[config.mk]
export PLATFORM = sky130hd
export DESIGN_NAME = mutex_bank
export DESIGN_NICKNAME = d
export VERILOG_FILES = /design/src/rtl/mutex_bank_pkg.sv /design/src/rtl/mutex_bank_cell.sv /design/src/rtl/mutex_bank.sv
export SDC_FILE = /design/constraint.sdc
export NUM_CORES = 1
export LEC_CHECK = 0
export BUFFER_PORTS_ARGS = -buffer_cell sky130_fd_sc_hd__buf_2
export CAP_MARGIN = 20
export CORE_ASPECT_RATIO = 1.5
export CORE_UTILIZATION = 46
export DETAILED_ROUTE_END_ITERATION = 16
export GPL_ROUTABILITY_DRIVEN = 0
export PLACE_DENSITY_LB_ADDON = 0.12
export SLEW_MARGIN = 20
export SYNTH_ARGS = -nofsm -noshare
export SYNTH_HDL_FRONTEND = slang
export SYNTH_SLANG_ARGS = --single-unit
export TNS_END_PERCENT = 100
[constraint.sdc]
create_clock -name clk -period 3.1 [get_ports clk]
set_clock_uncertainty 0.05 [all_clocks]
set_input_delay 0 -clock clk [delete_from_list [all_inputs] [get_ports clk]]
set_output_delay 0 -clock clk [all_outputs]
set_load 0.01 [all_outputs]
[src/rtl/mutex_bank_pkg.sv]
// Shared constants and elaboration-time helpers for the mutex bank.
// Register selects, LEASE status bit positions and the derived widths.
package mutex_bank_pkg;

   localparam logic REG_MUTEX = 1'b0;
   localparam logic REG_LEASE = 1'b1;

   localparam int RESET_FLAG_BIT = 31;
   localparam int EXPIRED_BIT    = 30;

   // Address is {mutex index, register select}; a single mutex needs only the select bit.
   function automatic int calc_aw(input int num_mutex);
      return $clog2(num_mutex) + 1;
   endfunction

   function automatic int calc_ps_w(input int prescale);
      return (prescale > 1) ? $clog2(prescale) : 1;
   endfunction

endpackage

[src/rtl/mutex_bank_cell.sv]
// One hardware mutex: owner/value lock with a lease countdown that
// auto-releases the lock and raises a sticky expired flag.
module mutex_bank_cell
   import mutex_bank_pkg::*;
#(
   parameter int VALUE_W = 16,
   parameter int OWNER_W = 16,
   parameter int LEASE_W = 16
) (
   input  logic        clk,
   input  logic        reset_n,
   input  logic        mutex_we,
   input  logic        lease_we,
   input  logic        tick,
   input  logic        reg_sel,
   input  logic [31:0] writedata,
   output logic [31:0] rdata,
   output logic        expired,
   output logic        locked
);

   logic [VALUE_W-1:0] value_q, value_d;
   logic [OWNER_W-1:0] owner_q, owner_d;
   logic [LEASE_W-1:0] lease_len_q, lease_len_d;
   logic [LEASE_W-1:0] count_q, count_d;
   logic               expired_q, expired_d;
   logic               reset_flag_q, reset_flag_d;

   logic [OWNER_W-1:0] wr_own;
   logic [VALUE_W-1:0] wr_val;
   logic               wr_en;
   logic               dec;
   logic               expire;

   assign wr_own = writedata[31:VALUE_W];
   assign wr_val = writedata[VALUE_W-1:0];

   // Free mutex, or the current owner acquiring/renewing/releasing.
   assign wr_en  = mutex_we && ((value_q == '0) || (owner_q == wr_own));
   assign dec    = tick && (value_q != '0) && (lease_len_q != '0) && (count_q != '0);
   assign expire = dec && (count_q == LEASE_W'(1));

   always_comb begin
      value_d      = value_q;
      owner_d      = owner_q;
      lease_len_d  = lease_len_q;
      count_d      = count_q;
      expired_d    = expired_q;
      reset_flag_d = reset_flag_q;

      if (dec) begin
         count_d = count_q - 1'b1;
      end
      if (expire) begin
         value_d = '0;
      end

      // A same-cycle owner write overrides the timeout entirely.
      if (wr_en) begin
         value_d = wr_val;
         owner_d = wr_own;
         count_d = (wr_val != '0) ? lease_len_q : '0;
      end

      if (lease_we) begin
         lease_len_d = writedata[LEASE_W-1:0];
         if (writedata[RESET_FLAG_BIT]) begin
            reset_flag_d = 1'b0;
         end
         if (writedata[EXPIRED_BIT]) begin
            expired_d = 1'b0;
         end
      end

      // Set after the clear so a new expiry beats a concurrent clear.
      if (expire && !wr_en) begin
         expired_d = 1'b1;
      end
   end

   always_ff @(posedge clk or negedge reset_n) begin
      if (!reset_n) begin
         value_q      <= '0;
         owner_q      <= '0;
         lease_len_q  <= '0;
         count_q      <= '0;
         expired_q    <= 1'b0;
         reset_flag_q <= 1'b1;
      end else begin
         value_q      <= value_d;
         owner_q      <= owner_d;
         lease_len_q  <= lease_len_d;
         count_q      <= count_d;
         expired_q    <= expired_d;
         reset_flag_q <= reset_flag_d;
      end
   end

   assign rdata   = (reg_sel == REG_LEASE)
                  ? {reset_flag_q, expired_q, {(30-LEASE_W){1'b0}}, count_q}
                  : {owner_q, value_q};
   assign expired = expired_q;
   assign locked  = (value_q != '0);

endmodule

[src/rtl/mutex_bank.sv]
// Avalon-MM bank of NUM_MUTEX lease-timed hardware mutexes: address decode,
// shared lease prescaler, zero-wait readdata mux, irq and locked status.
module mutex_bank
   import mutex_bank_pkg::*;
#(
   parameter int NUM_MUTEX = 8,
   parameter int VALUE_W   = 16,
   parameter int OWNER_W   = 16,
   parameter int LEASE_W   = 16,
   parameter int PRESCALE  = 1000,
   parameter int AW        = calc_aw(NUM_MUTEX)
) (
   input  logic                 clk,
   input  logic                 reset_n,
   input  logic                 chipselect,
   input  logic [AW-1:0]        address,
   input  logic                 read,
   input  logic                 write,
   input  logic [31:0]          writedata,
   output logic [31:0]          readdata,
   output logic                 irq,
   output logic [NUM_MUTEX-1:0] locked
);

   localparam int              PS_W   = calc_ps_w(PRESCALE);
   localparam logic [PS_W-1:0] PS_MAX = PS_W'(PRESCALE - 1);

   logic [AW-1:0]        idx;
   logic                 idx_ok;
   logic                 reg_sel;
   logic                 wr_strobe;
   logic [NUM_MUTEX-1:0] hit;
   logic [NUM_MUTEX-1:0] expired_vec;
   logic [31:0]          cell_rdata [NUM_MUTEX];

   logic [PS_W-1:0]      presc_q, presc_d;
   logic                 tick;
   logic                 irq_q, irq_d;

   // Reads are side-effect free, so the strobe is not needed for decode.
   logic                 unused_read;
   assign unused_read = read;

   assign idx       = address >> 1;
   assign idx_ok    = (32'(idx) < NUM_MUTEX);
   assign reg_sel   = address[0];
   assign wr_strobe = chipselect && write;

   for (genvar i = 0; i < NUM_MUTEX; i++) begin : g_cell
      assign hit[i] = idx_ok && (idx == AW'(i));

      mutex_bank_cell #(
         .VALUE_W (VALUE_W),
         .OWNER_W (OWNER_W),
         .LEASE_W (LEASE_W)
      ) u_cell (
         .clk       (clk),
         .reset_n   (reset_n),
         .mutex_we  (wr_strobe && hit[i] && (reg_sel == REG_MUTEX)),
         .lease_we  (wr_strobe && hit[i] && (reg_sel == REG_LEASE)),
         .tick      (tick),
         .reg_sel   (reg_sel),
         .writedata (writedata),
         .rdata     (cell_rdata[i]),
         .expired   (expired_vec[i]),
         .locked    (locked[i])
      );
   end

   always_comb begin
      readdata = '0;
      for (int i = 0; i < NUM_MUTEX; i++) begin
         if (hit[i]) begin
            readdata = cell_rdata[i];
         end
      end
   end

   // One shared free-running prescaler paces every lease counter.
   assign tick    = (presc_q == PS_MAX);
   assign presc_d = tick ? '0 : presc_q + 1'b1;
   assign irq_d   = |expired_vec;

   always_ff @(posedge clk or negedge reset_n) begin
      if (!reset_n) begin
         presc_q <= '0;
         irq_q   <= 1'b0;
      end else begin
         presc_q <= presc_d;
         irq_q   <= irq_d;
      end
   end

   assign irq = irq_q;

endmodule

==> results of run 1 <==
-- state kept, by name (all words and copies together) (netlist names) --
register / cells
g_cell.u_cell.count_q: 128
g_cell.u_cell.expired: 8
g_cell.u_cell.lease_len_q: 128
g_cell.u_cell.owner_q: 128
g_cell.u_cell.reset_flag_q: 8
g_cell.u_cell.value_q: 128
irq: 1
presc_q: 10
-- repair_timing --
action                                  in CTS  in global routing
endpoints found under the hold margin      795                  0
hold buffers                                37                  0
endpoints found under the setup margin       0                  0
-- cells by family after synthesis --
family,share of synthesized area
and+or+nand+nor,0.1497
DFF,0.4621
AOI/OAI and AO/OA,0.09942
muxes,0.1623
buffers and inverters,0.04112
xor gates and xnor gates,0.07466
adders and majority gates,0.01071
-- layout by cell type (no fill, tap or decap), types with 15 or more instances in the layout --
master / n
mux2_2: 275
buf_4: 83
inv_1: 23
ha_1: 25
or4_1: 16
buf_12: 15
buf_2: 77
dfrtp_1: 531
nor4_1: 141
o21ai_1: 32
o221ai_1: 18
clkbuf_16: 57
a22o_1: 32
nand2_1: 234
o22ai_1: 32
nor3_1: 46
a21oi_1: 75
mux4_2: 18
mux2i_1: 107
mux2_1: 15
xnor2_1: 81
dlygate4sd3_1: 36
o21ai_0: 256
nand4_1: 49
xor2_1: 168
nand3_1: 159
or3_1: 16
nor2_1: 89
-- metal layers --
layer,vias to the layer above,routed length (microns)
met5,-,0
met4,0,5295
met3,207,4048
met2,600,47640
met1,11219,35680
li1,10208,-
-- tightest hold or removal path, cell delays in order --
cell,delay (ns)
buf_4,0.22
a2111oi_4,0.09
buf_12,0.19
o21ai_2,0.15
-- path summary, 6_finish.rpt --
kind / endpoint / slack (ns) / cells past startpoint
max: g_cell[6].u_cell.value_q[5] / 0.23 / 8
min: g_cell[2].u_cell.expired / 0.04 / 4
max reg2reg: g_cell[6].u_cell.value_q[5] / 0.23 / 8
min reg2reg: g_cell[1].u_cell.reset_flag_q / 0.41 / 1
max in group asynchronous: g_cell[6].u_cell.count_q[2] / 1.70 / 5
min in group asynchronous: g_cell[3].u_cell.reset_flag_q / 0.56 / 3
-- area by class of cell --
cell class	count	area, sq um
well taps	798	998.5
fillers	5560	29720
diodes	1	2.502
inverters	23	86.33
clock inverters	18	265.3
flip-flops and latches	539	13500
multi-input cells	2011	14560
clock buffers	81	1647
repair buffers	214	1723
-- through the flow --
step / instances / area (sq um)
2_1_floorplan: 2803 / 29210
3_3_place_gp: 3548 / 30480
3_5_place_dp: 3548 / 30480
4_1_cts: 3684 / 32780
5_1_grt: 3684 / 32780
6_report: 3685 / 32780
-- where the power goes --
| part | internal (mW) | total (mW) | switching, mW |
|---|---|---|---|
| logic | 1.25 | 2.73 | 1.48 |
| clock network | 4.23 | 7.13 | 2.90 |
| registers | 7.86 | 8.74 | 0.885 |
| total | 13.3 | 18.6 | 5.26 |
==> metrics.md, run 1 <==
| Metric | Value |
|---|---|
| Post-DP HPWL | `64450 microns` |
| First-pass GRT wire length | `141200 microns` |
| Data arrival, critical path | `3.31 ns` |
| Top delay family on crit path | `simple AND/OR/NAND/NOR gates` |
| Hold Crit Class | `input pin to flop` |
| Met3 Resource Use GR | `0.03159` |
| M2 GR Usage | `0.5112` |
| Total Routing Usage GR | `0.2885` |
| FF-to-FF Start | `presc_q[0]` |
| TritonRoute pass-1 iters | `6` |
| Least-Margin Pin Slew | `1.166 ns` |
| Final worst path period need | `2.869 ns` |
| Syn nets | `2869` |
| Post-CTS sizing | `0` |
| Max Clk Rate | `348.6 MHz` |
| Vias per cell | `6.034` |
| Final Cycle Share | `0.9254` |
| Most frequent cells after synthesis | `531 x dfrtp_1, 275 x mux2_2, 256 x o21ai_0, 234 x nand2_1, 168 x xor2_1` |
| Worst VDD drop | `427.2 uV` |
| Register clock-pin slew on the reported worst setup and hold paths | `0.06 ns` |
| DR iter-0 viols | `1700` |
| TritonCTS Buffers | `54` |
| Wirelength per Cell | `25.14 microns` |
| Max Buffers Root-to-Sink | `3` |
| Chip width | `207.8 microns` |
| Skew-Pair Late Insertion Delay | `0.64 ns` |
| Max stage delay cell, worst path | `or4_1` |
| Max Cap Violations | `0` |
| Post-Syn Area per Cell | `10.42 sq um` |
| Overall power | `18.60 mW` |
| DRC | `0` |
| Outcome | `completed` |
| Final nets | `2909` |
| Most area-consuming cells after synthesis | `dfrtp_1 45%, mux2_2 11%, xor2_1 5.0%` |
| CP bufs+invs | `1` |
| Hold_ws | `0.04025 ns` |
| CTS Root Buffer Type | `clkbuf_16` |
| Starting Density | `0.4674` |
| Critical path class | `flop to flop` |
| Initial antenna violation count | `0` |
| Cell variety after synth | `72` |
| Largest area contributor in the netlist | `dfrtp_1` |
| Antenna Nets Post-Route | `0` |
| CP max stage delay | `0.87 ns` |
| Layout cell share with drive strength beyond 1 | `0.2103` |
| Setup WS pre-CTS | `0.2416 ns` |
| Register area share after synthesis | `0.4621` |
| Post-Syn Instances | `2803` |
| CP Capture Type | `flop` |
| Most used cell, CP | `nand2_1` |
| Setup repair after global routing missed its margin | `no` |
| Top-count cell post-synth | `dfrtp_1` |
| Fraction of registers with async set/reset | `1.000` |
| Fin. Hold Viols | `0` |
| Worst-path fanout max | `17` |
| Fin. max-slew vios | `0` |
| CP startpoint kind | `flop` |
| Worst slew margin | `0.2155` |
| Row cnt | `112` |
| Die Y-Extent | `310.6 microns` |
| Area growth from synthesis to layout | `12.23%` |
| Final setup margin | `0.2314 ns` |
| H-Tree Depth | `2` |
| WP data required | `3.54 ns` |
| Largest net degree at the start of global routing | `129` |
| Number of setup buffers added after CTS | `0` |
| Global route hottest layer | `met2` |
| Input/output buffers | `80` |
| Leak pwr | `13.59 nW` |
| CTS tree | `yes` |
| Fin Setup TNS | `0 ns` |
| Grt ovf | `0` |
| Worst setup startpoint | `presc_q[0]` |
| Top cell type's share of synthesized area | `0.4549` |
| Synthesized flop and latch total | `539` |
| Synth Flop Type | `dfrtp_1` |
| Power Dens Cells | `567.3 mW/mm^2` |
| Final setup vio count | `0` |
| Die Area | `0.06453 sq mm` |
| Synth Warn # | `0` |
| Routed WL | `92660 microns` |
| Vias in the first global route | `22871` |
| Routing usage on met1 | `0.3435` |
| Min-delay src | `address[1]` |
| Clk sinks | `539` |
| Top Ports | `82` |
| Synthesized cell area | `0.02921 sq mm` |
| Via count | `22234` |
| Util after Layout | `0.5245` |
| Core area | `0.06250 sq mm` |
| Crit-path cells | `ha_1, nand2_1, nor3_4, buf_12, nand3_2, or4_1, nand2_1, o21ai_0` |
| Number of flops mapped to enable cells by yosys | `0` |
Note: power is estimated with default switching activity, not from simulation.
==> run 2: changes to the inputs <==
--- a/config.mk
+++ b/config.mk
@@ -8,6 +8,7 @@
 export BUFFER_PORTS_ARGS = -buffer_cell sky130_fd_sc_hd__buf_2
 export CAP_MARGIN = 20
 export CORE_ASPECT_RATIO = 1.5
+export CORE_MARGIN = 5
 export CORE_UTILIZATION = 46
 export DETAILED_ROUTE_END_ITERATION = 16
 export GPL_ROUTABILITY_DRIVEN = 0
==> constraint.sdc (replaced) <==
create_clock -name clk -period 2.45 [get_ports clk]
set_clock_uncertainty 0.05 [all_clocks]
set_input_delay 0 -clock clk [delete_from_list [all_inputs] [get_ports clk]]
set_output_delay 0 -clock clk [all_outputs]
set_load 0.01 [all_outputs]
==> run 2 against run 1 <==
The run now ends with negative setup slack left. Combinational power grew 53%. Cell count up 3.8%. Flip-flop and latch count stayed put. Global-route usage down 1.2 points. First-iteration DRC count is 5.2% higher. Sequential power is 26% higher. Critical endpoint is now g_cell[2].u_cell.owner_q[4]. Largest power group unchanged. Highest routed layer unchanged.
==> metrics.md, run 2 (synthesis results as in run 1) <==
| Metric | Value |
|---|---|
| Clk sinks | `539 (unchanged)` |
| Final instance area | `0.03451 sq mm (was 0.03278 sq mm)` |
| Reg2reg setup slack | `-0.03 ns (was 0.23 ns)` |
| Final worst path period need | `2.475 ns (was 2.869 ns)` |
| Hold_ws | `0.04392 ns (was 0.04025 ns)` |
| Final setup margin | `-0.02510 ns (was 0.2314 ns)` |
| Post-DP HPWL | `68020 microns (was 64450 microns)` |
| Top Ports | `82 (unchanged)` |
| Worst setup startpoint | `g_cell[2].u_cell.owner_q[5] (was presc_q[0])` |
| Leak pwr | `14.32 nW (was 13.59 nW)` |
| DRC | `0 (unchanged)` |
| Max Clk Rate | `404.0 MHz (was 348.6 MHz)` |
| Max Buffers Root-to-Sink | `3 (unchanged)` |
| Die Y-Extent | `318.6 microns (was 310.6 microns)` |
| Grt ovf | `0 (unchanged)` |
| Worst-path fanout max | `5 (was 17)` |
| N_diodes | `0 (was 1)` |
| CP Capture Type | `flop (unchanged)` |
| Row cnt | `113 (was 112)` |
| Worst slew margin | `0.4640 (was 0.2155)` |
| Antenna Nets Post-Route | `0 (unchanged)` |
| TritonCTS Buffers | `55 (was 54)` |
| FF-to-FF Start | `g_cell[2].u_cell.owner_q[5] (was presc_q[0])` |
| Non-filler cells, final | `3826 (was 3685)` |
| Hold Crit Class | `input pin to async pin (was input pin to flop)` |
| Via count | `23111 (was 22234)` |
| Largest net degree at the start of global routing | `87 (was 129)` |
| Starting Density | `0.4622 (was 0.4674)` |
| Layout cell share with drive strength beyond 1 | `0.2784 (was 0.2103)` |
| Max Cap Violations | `0 (unchanged)` |
| CTS tree | `yes (unchanged)` |
| Vias per cell | `6.041 (was 6.034)` |
| Setup WS pre-CTS | `-0.1439 ns (was 0.2416 ns)` |
| DR iter-0 viols | `1789 (was 1700)` |
| Commonest non-fill, non-tap cell in the layout | `dfrtp_1 (unchanged)` |
| Fin. Hold Viols | `0 (unchanged)` |
| Final setup vio count | `4 (was 0)` |
| H-Tree Depth | `2 (unchanged)` |
| Fin. max-slew vios | `0 (unchanged)` |
| Register clock-pin slew on the reported worst setup and hold paths | `0.07 ns (was 0.06 ns)` |
| Placed inst area | `0.03154 sq mm (was 0.03048 sq mm)` |
| Total Routing Usage GR | `0.2761 (was 0.2885)` |
| Worst r2r path cells | `7 (was 8)` |
| Data arrival, critical path | `2.93 ns (was 3.31 ns)` |
| Reg2reg end | `g_cell[2].u_cell.owner_q[4] (was g_cell[6].u_cell.value_q[5])` |
| Dpl cells | `3668 (was 3548)` |
| Wirelength per Cell | `25.78 microns (was 25.14 microns)` |
| Setup crit end | `g_cell[2].u_cell.owner_q[4] (was g_cell[6].u_cell.value_q[5])` |
| TritonRoute pass-1 iters | `5 (was 6)` |
| Die Area | `0.06874 sq mm (was 0.06453 sq mm)` |
| CTS Root Buffer Type | `clkbuf_16 (unchanged)` |
| First-pass GRT wire length | `146600 microns (was 141200 microns)` |
| Failing checks | `negative setup slack` |
| Power Dens Cells | `685.5 mW/mm^2 (was 567.3 mW/mm^2)` |
| Critical path class | `flop to flop (unchanged)` |
| Area growth from synthesis to layout | `18.15% (was 12.23%)` |
| Input/output buffers | `80 (unchanged)` |
| Routed WL | `98640 microns (was 92660 microns)` |
| Setup repair after global routing missed its margin | `yes (was no)` |
| Outcome | `finished, violations left (was completed)` |
| Most frequent cells in the layout | `525 x dfrtp_1, 271 x mux2_2, 245 x o21ai_0, 232 x nand2_1, 189 x buf_4 (was 531 x dfrtp_1, 275 x mux2_2, 256 x o21ai_0, 234 x nand2_1, 168 x xor2_1)` |
| Vias in the first global route | `23444 (was 22871)` |
| Skew-Pair Late Insertion Delay | `0.63 ns (was 0.64 ns)` |
| Final nets | `3042 (was 2909)` |
| Chip width | `215.8 microns (was 207.8 microns)` |
| Worst VDD drop | `522.1 uV (was 427.2 uV)` |
| WP data required | `2.90 ns (was 3.54 ns)` |
| CP startpoint kind | `flop (unchanged)` |
| Core area | `0.06320 sq mm (was 0.06250 sq mm)` |
| Least-Margin Pin Slew | `0.8040 ns (was 1.166 ns)` |
| Initial antenna violation count | `0 (unchanged)` |
| Util after Layout | `0.5461 (was 0.5245)` |
| Final Cycle Share | `1.010 (was 0.9254)` |
==> run 2: report_power, final <==
part	leakage [nW]	switching, mW	total, mW	internal, mW
Combinational	7.26	2.27	4.19	1.92
Sequential	6.17	1.03	11.0	9.95
Clock	0.894	3.69	8.49	4.80
==> run 2: timing repair <==
item | in CTS | in global routing
endpoints found under the setup margin | 88 | 291
endpoints found under the hold margin | 779 | 0
hold buffers | 34 | 0
pin swaps | 8 | 19
buffers inserted | 0 | 18
gates resized for setup | 58 | 79
cloned | 0 | 5
==> run 2: area by class of cell <==
cell class | instances | area, sq um
Inverter | 23 | 86.33
Clock buffer | 83 | 1634
Clock inverter | 19 | 148.9
Tap cell | 805 | 1007
Multi-Input combinational cell | 2013 | 15160
Timing Repair Buffer | 344 | 2969
Fill cell | 5535 | 28690
Sequential cell | 539 | 13510
==> run 2: critical path: stages (launching register included) <==
cell and delay [ns]:
dfrtp_1 0.40, xor2_1 0.16, nor4_2 0.36, nand4_1 0.22, a2111oi_4 0.42, buf_4 0.24
clkbuf_16 0.19, mux2_4 0.30
==> run 2: worst min path at each step <==
stage | startpoint | depth (start not counted) | end | slack [ns]
finish | reset_n | 3 | g_cell[7].u_cell.owner_q[7] | 0.04
global route | reset_n | 2 | g_cell[0].u_cell.reset_flag_q | 0.03
detailed placement | reset_n | 1 | g_cell[7].u_cell.owner_q[7] | -0.06
CTS | reset_n | 2 | g_cell[0].u_cell.reset_flag_q | 0.02
floorplan | reset_n | 0 | g_cell[0].u_cell.count_q[0] | -0.35
global placement | reset_n | 1 | g_cell[7].u_cell.owner_q[7] | -0.06
==> run 2: layer usage <==
metal | vias up | part of all wire | track usage
met5 | - | 0 | 0
met4 | 0 | 0.059 | 0.1425
met3 | 235 | 0.045 | 0.03291
met2 | 748 | 0.52 | 0.4939
met1 | 11643 | 0.38 | 0.3248
li1 | 10485 | - | -
==> run 2: through the flow <==
| step | power, mW | setup TNS (ns) |
|---|---|---|
| CTS | 23.68 | -0.4304 |
| global route | 24.57 | -0.6897 |
| global placement | 14.87 | -0.08415 |
| detailed placement | 14.98 | -0.2014 |
| floorplan | 13.05 | 0 |
| finish | 23.66 | -0.07813 |
==> run 3: changes to the inputs <==
--- a/config.mk
+++ b/config.mk
@@ -8,7 +8,6 @@
 export BUFFER_PORTS_ARGS = -buffer_cell sky130_fd_sc_hd__buf_2
 export CAP_MARGIN = 20
 export CORE_ASPECT_RATIO = 1.5
-export CORE_MARGIN = 5
 export CORE_UTILIZATION = 46
 export DETAILED_ROUTE_END_ITERATION = 16
 export GPL_ROUTABILITY_DRIVEN = 0
==> run 3 against run 2 <==
Highest routed layer unchanged. Critical path type is now flop to output port. The run now ends clean. Utilization rose by 0.82 points. Design area rose by 0.37%. Sequential share of layout area fell by 0.15 points. Register-to-register slack improved by 0.03 ns. Global-route usage rose by 2.4 points. Critical path depth rose by 1. Clock-buffer cell count rose by 7. First-iteration DRC count rose by 3.6%.
==> metrics.md, run 3 (synthesis results as in run 1) <==
| Metric | Value |
|---|---|
| Outcome | `completed (was finished, violations left)` |
| Row cnt | `112 (was 113)` |
| Input/output buffers | `80 (unchanged)` |
| Data arrival, critical path | `2.40 ns (was 2.93 ns)` |
| Starting Density | `0.4674 (was 0.4622)` |
| Most frequent cells in the layout | `527 x dfrtp_1, 274 x mux2_2, 236 x o21ai_0, 231 x nand2_1, 203 x buf_4 (was 525 x dfrtp_1, 271 x mux2_2, 245 x o21ai_0, 232 x nand2_1, 189 x buf_4)` |
| Final Cycle Share | `0.9982 (was 1.010)` |
| First-pass GRT wire length | `146800 microns (was 146600 microns)` |
| Final setup margin | `0.004374 ns (was -0.02510 ns)` |
| Die Area | `0.06453 sq mm (was 0.06874 sq mm)` |
| Chip width | `207.8 microns (was 215.8 microns)` |
| Stages on the worst setup path | `8 (was 7)` |
| Final setup vio count | `0 (was 4)` |
| Fill cells | `5375 (was 5535)` |
| Most used cell, CP | `a21oi_2` |
| Crit-path cells | `buf_4, mux2i_2, o22ai_2, a21oi_2, o221ai_2, a21oi_2, nor2_1, buf_2 (was xor2_1, nor4_2, nand4_1, a2111oi_4, buf_4, clkbuf_16, mux2_4)` |
| Vias per cell | `6.095 (was 6.041)` |
| Via count | `23338 (was 23111)` |
| Max Clk Rate | `408.9 MHz (was 404.0 MHz)` |
| CP Capture Type | `output port (was flop)` |
| Total Routing Usage GR | `0.3004 (was 0.2761)` |
| Routed WL | `98370 microns (was 98640 microns)` |
| Core area | `0.06250 sq mm (was 0.06320 sq mm)` |
| Grt ovf | `0 (unchanged)` |
| Post-DP HPWL | `67620 microns (was 68020 microns)` |
| Commonest non-fill, non-tap cell in the layout | `dfrtp_1 (unchanged)` |
| Layout cell share with drive strength beyond 1 | `0.2824 (was 0.2784)` |
| WP data required | `2.40 ns (was 2.90 ns)` |
| CP startpoint kind | `flop (unchanged)` |
| N_diodes | `0 (unchanged)` |
| Die Y-Extent | `310.6 microns (was 318.6 microns)` |
| Vias in the first global route | `23805 (was 23444)` |
| Worst VDD drop | `519.8 uV (was 522.1 uV)` |
| Top Ports | `82 (unchanged)` |
| Power Dens Cells | `682.8 mW/mm^2 (was 685.5 mW/mm^2)` |
| TritonRoute pass-1 iters | `7 (was 5)` |
| Max Cap Violations | `0 (unchanged)` |
| CTS Root Buffer Type | `clkbuf_16 (unchanged)` |
| Max Buffers Root-to-Sink | `3 (unchanged)` |
| Top delay family on crit path | `compound AO/OA/AOI/OAI gates (was simple AND/OR/NAND/NOR gates)` |
| Hold Crit Class | `input pin to async pin (unchanged)` |
| Storage element area | `0.01350 sq mm (was 0.01351 sq mm)` |
| Max stage delay cell, worst path | `dfrtp_1 (was a2111oi_4)` |
| Antenna Nets Post-Route | `0 (unchanged)` |
| Final nets | `3056 (was 3042)` |
| Setup repair after global routing missed its margin | `yes (unchanged)` |
| Worst-path fanout max | `3 (was 5)` |
| Fin. Hold Viols | `0 (unchanged)` |
| DR iter-0 viols | `1853 (was 1789)` |
| TritonCTS Buffers | `54 (was 55)` |
| Wirelength per Cell | `25.69 microns (was 25.78 microns)` |
| Skew-Pair Late Insertion Delay | `0.63 ns (about the same)` |
| CP max stage delay | `0.38 ns (was 0.42 ns)` |
| Setup WS pre-CTS | `-0.07114 ns (was -0.1439 ns)` |
| Initial antenna violation count | `0 (unchanged)` |
| Leak pwr | `14.42 nW (was 14.32 nW)` |
| Critical path class | `flop to output port (was flop to flop)` |
| DRC | `0 (unchanged)` |
| Worst r2r path cells | `7 (unchanged)` |
| Non-filler cells, final | `3829 (was 3826)` |
| Multi-input combinational cell area | `0.01513 sq mm (was 0.01516 sq mm)` |
| Dpl cells | `3674 (was 3668)` |
| Clk sinks | `539 (unchanged)` |
| Register clock-pin slew on the reported worst setup and hold paths | `0.06 ns (was 0.07 ns)` |
| CTS tree | `yes (unchanged)` |
| H-Tree Depth | `2 (unchanged)` |
| CP bufs+invs | `2 (unchanged)` |
| Area growth from synthesis to layout | `18.59% (was 18.15%)` |
| Least-Margin Pin Slew | `0.8528 ns (was 0.8040 ns)` |
| Largest net degree at the start of global routing | `129 (was 87)` |
| Worst slew margin | `0.4314 (was 0.4640)` |
| Final worst path period need | `2.446 ns (was 2.475 ns)` |
| Fin. max-slew vios | `0 (unchanged)` |
## run 3: cell types whose count changed in the layout (fill, tap and decap cells not counted), moves of 5 or more
cell	change
nor4_2	+5
mux2i_1	+9
nor4_1	-7
mux2_1	-7
buf_4	+14
o221ai_2	+9
clkinv_2	-11
o22ai_1	+5
o21ai_1	+10
o22ai_2	-5
o21ai_0	-9
clkbuf_8	+7
mux2i_4	-6
o221ai_1	-9
## run 3: power breakdown
group	leakage (nW)	switching [mW]	internal (mW)
combinational	7.35	2.22	1.87
sequential	6.17	1.03	9.95
clock	0.897	3.60	4.98
## run 3: through the flow
step | cell area, sq um | utilization | setup TNS (ns) | power, mW | hold slack (ns)
6_report | 34640 | 0.5542 | 0 | 23.65 | 0.07715
4_1_cts | 33910 | 0.5425 | -0.1939 | 23.68 | 0.06793
5_1_grt | 34640 | 0.5542 | -1.865 | 24.56 | 0.09238
3_5_place_dp | 31610 | 0.5058 | -1.147 | 14.96 | -0.005238
2_1_floorplan | 29210 | - | 0 | 13.05 | -0.3456
3_3_place_gp | 31610 | 0.5058 | -0.4074 | 14.84 | -0.01396
## run 3: worst paths after layout
kind,start,to,slack (ns)
min in group clk,address[1],g_cell[6].u_cell.reset_flag_q,0.13
worst min-delay path,reset_n,g_cell[7].u_cell.owner_q[13],0.08
worst max register to register,g_cell[3].u_cell.value_q[1],g_cell[3].u_cell.owner_q[4],0.004
max in group asynchronous,reset_n,g_cell[4].u_cell.count_q[0],1.82
worst max-delay path,g_cell[2].u_cell.count_q[9],readdata[9],0.004
worst min register to register,g_cell[0].u_cell.reset_flag_q,g_cell[0].u_cell.reset_flag_q,0.41
## run 3: area by class of cell
cell class              count  share of cell area
flip-flops and latches    539              0.3898
multi-input cells        2011              0.4367
clock inverters             7            0.002456
clock buffers              90             0.04995
repair buffers            361             0.08972
inverters                  23            0.002492
well taps                 798             0.02882
## run 3: timing repair
| action | 4_1_cts | 5_1_grt |
|---|---|---|
| gates cloned | 0 | 5 |
| setup endpoints to repair | 84 | 279 |
| endpoints found under the hold margin | 770 | 0 |
| gates resized for setup | 38 | 111 |
| setup buffers | 1 | 18 |
| pin swaps | 2 | 20 |
| hold buffers | 34 | 0 |
## run 3: worst reg2reg max path: stages, from the launching register on
cell and delay, ns:
dfrtp_1 0.40, nor4_2 0.39, nand4_1 0.27, buf_4 0.24
a211oi_4 0.33, buf_6 0.16, clkbuf_16 0.15, mux2_2 0.33
## run 3: metal layers
layer	vias to the layer above	global-route usage	part of all wire
li1	10522	-	-
met1	11798	0.3542	0.39
met2	763	0.5315	0.51
met3	255	0.03543	0.047
met4	0	0.1652	0.062
met5	-	0	0
